[src/rtl/bbus_arbiter.sv]
// bbus_arbiter: shares the 16-bit local register bus among NREQ masters, one transaction per grant.
// Define BBUS_ARB_FIXPRI_EN to let requester 0 pre-empt the round-robin group at every arbitration.
module bbus_arbiter #(
   parameter int NREQ   = 2,
   parameter int RD_LAT = 1
) (
   input  logic                clk,
   input  logic                reset,
   input  logic [NREQ-1:0]     req_valid,
   input  logic [NREQ-1:0]     req_wr,
   input  logic [16*NREQ-1:0]  req_addr,
   input  logic [16*NREQ-1:0]  req_wdata,
   output logic [NREQ-1:0]     req_ack,
   output logic [15:0]         rdata,
   output logic [15:0]         baddr,
   output logic [15:0]         bwrdata,
   output logic                bwr,
   output logic                bstrobe,
   input  logic [15:0]         brddata,
   output logic                busy
);
   localparam int PW = $clog2(NREQ);

   typedef enum logic [1:0] {IDLE, STROBE, WAIT, ACK} state_t;

   state_t          state_q, state_d;
   logic [PW-1:0]   last_q, last_d;
   logic [PW-1:0]   win_q, win_d;
   logic [3:0]      cnt_q, cnt_d;
   logic [15:0]     baddr_q, baddr_d;
   logic [15:0]     bwrdata_q, bwrdata_d;
   logic            bwr_q, bwr_d;
   logic            bstrobe_q, bstrobe_d;
   logic [15:0]     rdata_q, rdata_d;
   logic [NREQ-1:0] req_ack_q, req_ack_d;
   logic            busy_q, busy_d;

   logic [NREQ-1:0] rr_req;
   logic [PW-1:0]   pick;
   logic            any_req;
   logic            upd_ptr;
   int              idx;

   // Searching from the far end lets the nearest requester after last_q overwrite pick last.
   always_comb begin
      rr_req  = req_valid;
      any_req = |req_valid;
      upd_ptr = 1'b1;
      pick    = last_q;
      idx     = 0;
`ifdef BBUS_ARB_FIXPRI_EN
      rr_req[0] = 1'b0;
`endif
      for (int i = NREQ; i >= 1; i--) begin
         idx = (int'(last_q) + i) % NREQ;
         if (rr_req[PW'(idx)]) pick = PW'(idx);
      end
`ifdef BBUS_ARB_FIXPRI_EN
      if (req_valid[0]) begin
         pick    = '0;
         upd_ptr = 1'b0;
      end
`endif
   end

   always_comb begin
      state_d   = state_q;
      last_d    = last_q;
      win_d     = win_q;
      cnt_d     = cnt_q;
      baddr_d   = baddr_q;
      bwrdata_d = bwrdata_q;
      bwr_d     = bwr_q;
      rdata_d   = rdata_q;
      bstrobe_d = 1'b0;
      req_ack_d = '0;
      case (state_q)
         IDLE: begin
            if (any_req) begin
               win_d     = pick;
               baddr_d   = req_addr[{pick, 4'b0000} +: 16];
               bwrdata_d = req_wdata[{pick, 4'b0000} +: 16];
               bwr_d     = req_wr[pick];
               bstrobe_d = 1'b1;
               state_d   = STROBE;
               if (upd_ptr) last_d = pick;
            end
         end
         STROBE: begin
            if (bwr_q) begin
               req_ack_d[win_q] = 1'b1;
               state_d          = ACK;
            end else if (RD_LAT == 0) begin
               rdata_d          = brddata;
               req_ack_d[win_q] = 1'b1;
               state_d          = ACK;
            end else begin
               cnt_d   = 4'(RD_LAT - 1);
               state_d = WAIT;
            end
         end
         WAIT: begin
            if (cnt_q == 4'd0) begin
               rdata_d          = brddata;
               req_ack_d[win_q] = 1'b1;
               state_d          = ACK;
            end else begin
               cnt_d = cnt_q - 4'd1;
            end
         end
         default: state_d = IDLE;
      endcase
      busy_d = (state_d != IDLE);
   end

   always_ff @(posedge clk) begin
      if (reset) begin
         state_q   <= IDLE;
         last_q    <= PW'(NREQ - 1);
         win_q     <= '0;
         cnt_q     <= '0;
         baddr_q   <= '0;
         bwrdata_q <= '0;
         bwr_q     <= 1'b0;
         bstrobe_q <= 1'b0;
         rdata_q   <= '0;
         req_ack_q <= '0;
         busy_q    <= 1'b0;
      end else begin
         state_q   <= state_d;
         last_q    <= last_d;
         win_q     <= win_d;
         cnt_q     <= cnt_d;
         baddr_q   <= baddr_d;
         bwrdata_q <= bwrdata_d;
         bwr_q     <= bwr_d;
         bstrobe_q <= bstrobe_d;
         rdata_q   <= rdata_d;
         req_ack_q <= req_ack_d;
         busy_q    <= busy_d;
      end
   end

   assign req_ack = req_ack_q;
   assign rdata   = rdata_q;
   assign baddr   = baddr_q;
   assign bwrdata = bwrdata_q;
   assign bwr     = bwr_q;
   assign bstrobe = bstrobe_q;
   assign busy    = busy_q;

endmodule

[config.mk]
export PLATFORM = sky130hd
export DESIGN_NAME = bbus_arbiter
export DESIGN_NICKNAME = d
export VERILOG_FILES = /design/src/rtl/bbus_arbiter.sv
export SDC_FILE = /design/constraint.sdc
export NUM_CORES = 1
export LEC_CHECK = 0
export CAP_MARGIN = 20
export CELL_PAD_IN_SITES_DETAIL_PLACEMENT = 1
export CELL_PAD_IN_SITES_GLOBAL_PLACEMENT = 1
export CORE_MARGIN = 2
export CORE_UTILIZATION = 25
export CTS_CLUSTER_DIAMETER = 60
export DETAILED_ROUTE_END_ITERATION = 6
export GPL_TIMING_DRIVEN = 0
export PLACE_DENSITY = 0.76
export SYNTH_ARGS = -nofsm -noshare
export SYNTH_HDL_FRONTEND = slang
export SYNTH_SLANG_ARGS = --single-unit
[constraint.sdc]
create_clock -name clk -period 1.55 [get_ports clk]
set_clock_uncertainty 0.2 [all_clocks]
set_input_delay 0.3875 -clock clk [delete_from_list [all_inputs] [get_ports clk]]
set_output_delay 0.3875 -clock clk [all_outputs]
set_load 0.01 [all_outputs]
==> metrics.md, run 1 <==
| Metric | Value |
|---|---|
| Peak Freq | `638 MHz` |
| Max transition margin | `0.576` |
| Most common cell in the netlist | `dfxtp_1` |
| CTS max path bufs | `2` |
| Setup ws final | `-0.0166 ns` |
| # hold bufs at CTS | `0` |
| Die area | `11,100 sq um` |
| Number of flops mapped to enable cells by yosys | `0` |
| Layout area overhead | `84.5%` |
| Library cells used by synthesis | `33` |
| Fillcell total | `between 1,000 and 1,500` |
| Initial antenna violation count | `0` |
| CTS tree | `yes` |
| Pwr per Cell Area | `approximately 1700 nW/um^2` |
| Worst Setup Start Kind | `flop` |
| Max-cap viol count | `0` |
| Vias in the first global route | `around 2,900` |
| Htree depth | `3` |
| Pins over their slew limit | `0` |
| Gr ovfl total | `0` |
| RSZ-0062 raised after global routing | `true` |
| Synth cell count leaders | `61 x dfxtp_1, 53 x a21oi_1, 35 x o21ai_0, 34 x nand2_1, 33 x mux2i_1` |
| Rows | `36` |
| Area after DPL | `between 4000 and 5000 sq um` |
| Seq/Total Area, Yosys | `0.477` |
| Crit path time final | `1.57 ns` |
| Final net count | `~530` |
| Critical Path End Type | `flop` |
| Syn_nets | `approximately 370` |
| Synth Cell Area | `between 2000 and 3000 sq um` |
| Post-synth top flop | `dfxtp_1` |
| Critical path class | `reg -> reg` |
| TritonRoute pass-1 iters | `4` |
| Max VDD drop | `between 0.6 and 0.7 mV` |
| Diode count | `0` |
| Clock transition at the registers of the reported paths | `~0.07 ns` |
| DP Wirelength | `between 6 and 7 mm` |
| Clk sinks | `roughly 60` |
| Port Buf Inserts | `about 140` |
| Failing checks | `setup timing` |
| CP Data Required Time | `about 1.6 ns` |
| Synth top area cells | `dfxtp_1 48%, mux2i_1 13%, a21oi_1 10%` |
| Outcome | `finished, violations left` |
| Die Ht | `around 110 um` |
| Share of layout cells above drive strength 1 | `0.279` |
| Worst-skew pair later-pin latency | `approximately 0.34 ns` |
| Hold Fails Final Rpt | `0` |
| First-pass GRT wire length | `about 15 mm` |
| Pre-CTS WS | `-0.773 ns` |
| Period utilization | `1.01` |
| #FFs+latches synth | `61` |
| Global-route usage over all layers | `0.171` |
| Worst Path Arrival | `around 1.6 ns` |
| Finished Core Util | `0.479` |
| Multi-input gate area | `around 1400 sq um` |
| Syn_area_per_cell | `roughly 9.3 sq um` |
| Num CTS Buffers | `9` |
| Drt total wl | `9.64 mm` |
| CTS root buf | `clkbuf_8` |
| Die outline width | `approximately 110 um` |
| Antenna-violating nets left | `0` |
| Io pins | `about 140` |
| Post-Layout Inst Area | `about 4700 sq um` |
| Core ar. | `a little under 10,000 sq um` |
| Post-synthesis async set-or-reset flop share | `0` |
| Initial Utilization | `0.259` |
| Sequential Area | `around 1200 sq um` |
| WL per Instance | `roughly 17 um` |
| GPL Wtd Cong | `a little over 0.7` |
| Synth warn | `0` |
| 1st-iter DRT viols | `a little under 80` |
| CP max FO | `8` |
| Post-DR vias/cell | `4.68` |
| Count of final setup violators | `9` |
| Top cell type's share of synthesized area | `0.477` |
| Post-synth top area cell | `dfxtp_1` |
| Vias | `around 2,700` |
| Lkg Pwr | `2.00 nW` |
| Largest net degree at the start of global routing | `11` |
| # DRC | `0` |
| Tightest Pin Transition | `around 0.64 ns` |
| Cells after Synth | `276` |
| Hold crit path type | `reg -> reg` |
## logic make-up after synthesis
group / after synthesis / share of synthesized area
compound gates: 101 / 0.212
xor+xnor: 1 / 0.0108
fa+ha+maj: 5 / 0.0244
buf+inv: 26 / 0.0577
flops: 61 / 0.477
mux: 33 / 0.129
simple gates: 49 / 0.0885
## placed cells by master, fill, tap and decap left out, types with 3 or more instances in the layout
| cell | synthesis | final |
|---|---|---|
| a21oi_1 | 53 | 43 |
| a21oi_2 | 0 | 10 |
| buf_12 | 0 | 4 |
| buf_4 | 3 | 13 |
| buf_6 | 0 | 5 |
| clkbuf_1 | 9 | 4 |
| clkbuf_16 | 0 | 3 |
| clkbuf_2 | 0 | 24 |
| clkbuf_8 | 0 | 11 |
| clkdlybuf4s15_1 | 0 | 20 |
| clkdlybuf4s15_2 | 0 | 4 |
| clkdlybuf4s50_1 | 0 | 83 |
| dfxtp_1 | 61 | 52 |
| dfxtp_2 | 0 | 4 |
| dfxtp_4 | 0 | 5 |
| dlygate4sd2_1 | 0 | 7 |
| ha_4 | 0 | 4 |
| inv_2 | 0 | 3 |
| mux2i_1 | 33 | 29 |
| mux2i_2 | 0 | 3 |
| nand2_1 | 34 | 24 |
| nand2_4 | 0 | 10 |
| nor2_1 | 3 | 3 |
| o21ai_0 | 35 | 30 |
| o21ai_1 | 3 | 8 |
## routing by layer
metal | GRT usage | wire length [um]
met1 | 0.184 | 3740
met2 | 0.321 | 5240
met3 | 0.0536 | 520
met4 | 0.0495 | 133
met5 | 0 | 0
## power breakdown
group | switching [mW] | internal, mW | total (mW)
Clock | 0.609 | 0.768 | 1.38
Sequential | 0.343 | 2.13 | 2.47
Combinational | 2.03 | 2.16 | 4.19
Total | 2.98 | 5.06 | 8.04
## per-stage QoR
step | TNS (ns) | power (mW) | hold WS (ns) | instances
CTS | 0 | 7.69 | 0.260 | 572
finish | -0.0785 | 8.04 | 0.264 | 577
detailed placement | -32.64 | 5.89 | 0.246 | 547
global route | -1.21 | 8.55 | 0.286 | 577
global placement | -32.71 | 5.76 | 0.242 | 547
floorplan | -0.00736 | 4.20 | 0.216 | 276
## layout make-up
cell class,count,share of cell area
repair buffers,155,0.316
multi-input cells,189,0.302
flip-flops and latches,61,0.264
plain buffers,18,0.0390
well taps,133,0.0352
clock buffers,12,0.0307
clock inverters,2,0.00742
inverters,7,0.00662
## sequential cells by signal (all words and copies together) (netlist names)
signal	flops
last_q	1
req_ack	2
baddr	16
bwr	1
state_q	2
win_q	1
busy	1
bwrdata	16
bstrobe	1
cnt_q	4
rdata	16
## critical path, stage by stage (launching register included)
cell and delay, ns:
dfxtp_4 0.36, inv_4 0.07, ha_4 0.15, and4bb_4 0.35
clkbuf_16 0.20, nand2_4 0.05, a21oi_2 0.12
## timing repair
| action | in CTS | in global routing |
|---|---|---|
| buffers inserted | 10 | 3 |
| endpoints found under the hold margin | 0 | 0 |
| resized for setup | 136 | 98 |
| setup endpoints to repair | 107 | 75 |
| pin swaps | 5 | 31 |
| gates cloned | 1 | 3 |
## final timing paths
kind | startpoint | depth (start not counted) | end | slack, ns
max reg2reg | state_q[0] | 6 | rdata[7] | -0.02
min reg2reg | rdata[9] | 2 | rdata[9] | 0.26
min | rdata[9] | 2 | rdata[9] | 0.26
max | state_q[0] | 6 | rdata[7] | -0.02
Power figures use the tool's default switching activity.
==> inputs of run 2 (changes only) <==
--- a/config.mk
+++ b/config.mk
@@ -14,6 +14,7 @@
 export DETAILED_ROUTE_END_ITERATION = 6
 export GPL_TIMING_DRIVEN = 0
 export PLACE_DENSITY = 0.76
+export RECOVER_POWER = 50
 export SYNTH_ARGS = -nofsm -noshare
 export SYNTH_HDL_FRONTEND = slang
 export SYNTH_SLANG_ARGS = --single-unit
==> metrics.md, run 2 (synthesized netlist as in run 1, its figures left out) <==
| Metric | Value |
|---|---|
| Tightest Pin Transition | `0.640 ns` |
| Placed Cells incl. Taps | `around 550` |
| Initial Utilization | `0.259` |
| Clk sinks | `61` |
| DRT met1 WL | `between 3 and 4 mm` |
| Finished Core Util | `0.474` |
| Commonest cells after routing, fill and taps aside | `83 x clkdlybuf4s50_1, 52 x dfxtp_1, 43 x a21oi_1` |
| Vias in the first global route | `2,901` |
| Hold crit path type | `reg -> reg` |
| Routed wl met3 | `between 500 and 600 um` |
| Crit path time final | `around 1.6 ns` |
| Worst Path Arrival | `between 1.5 and 2 ns` |
| CTS tree | `yes` |
| WL per Instance | `~17 um` |
| Most common cell after layout, fill and taps aside | `clkdlybuf4s50_1` |
| CP max FO | `8` |
| RSZ-0062 raised after global routing | `true` |
| # hold bufs at CTS | `0` |
| DP Wirelength | `6.65 mm` |
| Outcome | `finished, violations left` |
| Layout area overhead | `82.8%` |
| Failing checks | `setup timing` |
| Multi-input gate area | `~1400 sq um` |
| Rows | `36` |
| Initial antenna violation count | `0` |
| Post-route insts no fill | `577` |
| Hold Fails Final Rpt | `0` |
| Max VDD drop | `between 0.5 and 0.6 mV` |
| # DRC | `0` |
| Share of layout cells above drive strength 1 | `0.227` |
| Lkg Pwr | `approximately 1.9 nW` |
| Worst-skew pair later-pin latency | `between 0.3 and 0.4 ns` |
| Global-route usage over all layers | `0.171` |
| Clock transition at the registers of the reported paths | `0.07 ns` |
| Port Buf Inserts | `between 100 and 150` |
| Diode count | `0` |
| DR WL met2 | `approximately 5.3 mm` |
| Setup Total Neg Slack | `-0.0438 ns` |
| Critical Path End Type | `flop` |
| Worst Setup Start Kind | `flop` |
| CTS root buf | `clkbuf_8` |
| Critical path class | `reg -> reg` |
| Pins over their slew limit | `0` |
| Post-Layout Inst Area | `about 4700 sq um` |
| Fillcell total | `~1,100` |
| Core ar. | `a little under 10,000 sq um` |
| Max-cap viol count | `0` |
| Setup ws final | `-0.0148 ns` |
| First-pass GRT wire length | `roughly 15 mm` |
| Vias | `about 2,700` |
| TritonRoute pass-1 iters | `4` |
| Die outline width | `roughly 110 um` |
| Die area | `approximately 11,000 sq um` |
| Gr ovfl total | `0` |
| Uppermost layer routed | `met4` |
| Pwr per Cell Area | `about 1700 nW/um^2` |
| Htree depth | `3` |
| GPL Wtd Cong | `0.710` |
| Largest net degree at the start of global routing | `11` |
| Period utilization | `1.01` |
| Area after DPL | `about 4100 sq um` |
| Power, Total | `between 7 and 8 mW` |
| 1st-iter DRT viols | `79` |
| CTS max path bufs | `2` |
| Die Ht | `105 um` |
| Num CTS Buffers | `9` |
| Count of final setup violators | `6` |
| Sequential Area | `1240 sq um` |
| Antenna-violating nets left | `0` |
| CP Data Required Time | `approximately 1.6 ns` |
| Max transition margin | `0.573` |
| Io pins | `139` |
| Post-DR vias/cell | `~4.7` |
| Final net count | `about 530` |
| Pre-CTS WS | `-0.773 ns` |
| Final hold slack | `0.264 ns` |
| Peak Freq | `639 MHz` |
| Drt total wl | `roughly 9.6 mm` |
==> run 2: cell count changes in the layout (fill, tap and decap cells not counted), sizes merged <==
| cell | change |
|---|---|
| buf | -1 |
| clkbuf | +1 |
==> run 2: critical path, stage by stage (launching register included) <==
cell and delay [ns]:
dfxtp_4 0.36, inv_4 0.07, ha_4 0.15, and4bb_4 0.34, buf_8 0.17, nand2_4 0.05, a21oi_2 0.13
==> run 2: final timing paths <==
check / start / to / slack, ns / depth (start not counted)
worst max-delay path: state_q[0] / rdata[11] / -0.01 / 6
worst min-delay path: rdata[9] / rdata[9] / 0.26 / 2
worst max register to register: state_q[0] / rdata[11] / -0.01 / 6
worst min register to register: rdata[9] / rdata[9] / 0.26 / 2
==> run 2: final cells by class <==
class	instances	share of cell area
multi-input combinational	189	0.303
timing repair buffer	155	0.311
sequential	61	0.266
clock inverter	2	0.00749
inverter	7	0.00669
tap	133	0.0356
buffer	18	0.0393
clock buffer	12	0.0310
==> run 2: repair_timing <==
action                                 4_1_cts  5_1_grt
setup endpoints to repair                  107       75
gates resized for setup                    136       98
cloned                                       1        3
setup buffers                               10        3
pin swaps                                    5       31
endpoints found under the hold margin        0        0
==> run 2: per-layer routing <==
layer  vias up  global-route usage
met5         -                   0
met4         0              0.0495
met3        13              0.0536
met2        73               0.321
met1      1324               0.184
li1       1302                   -
==> run 2: where the power goes <==
group	total, mW	leakage, nW	internal [mW]	switching [mW]
clock network	1.38	0.0923	0.768	0.608
logic	4.10	1.32	2.08	2.02
registers	2.47	0.507	2.13	0.341
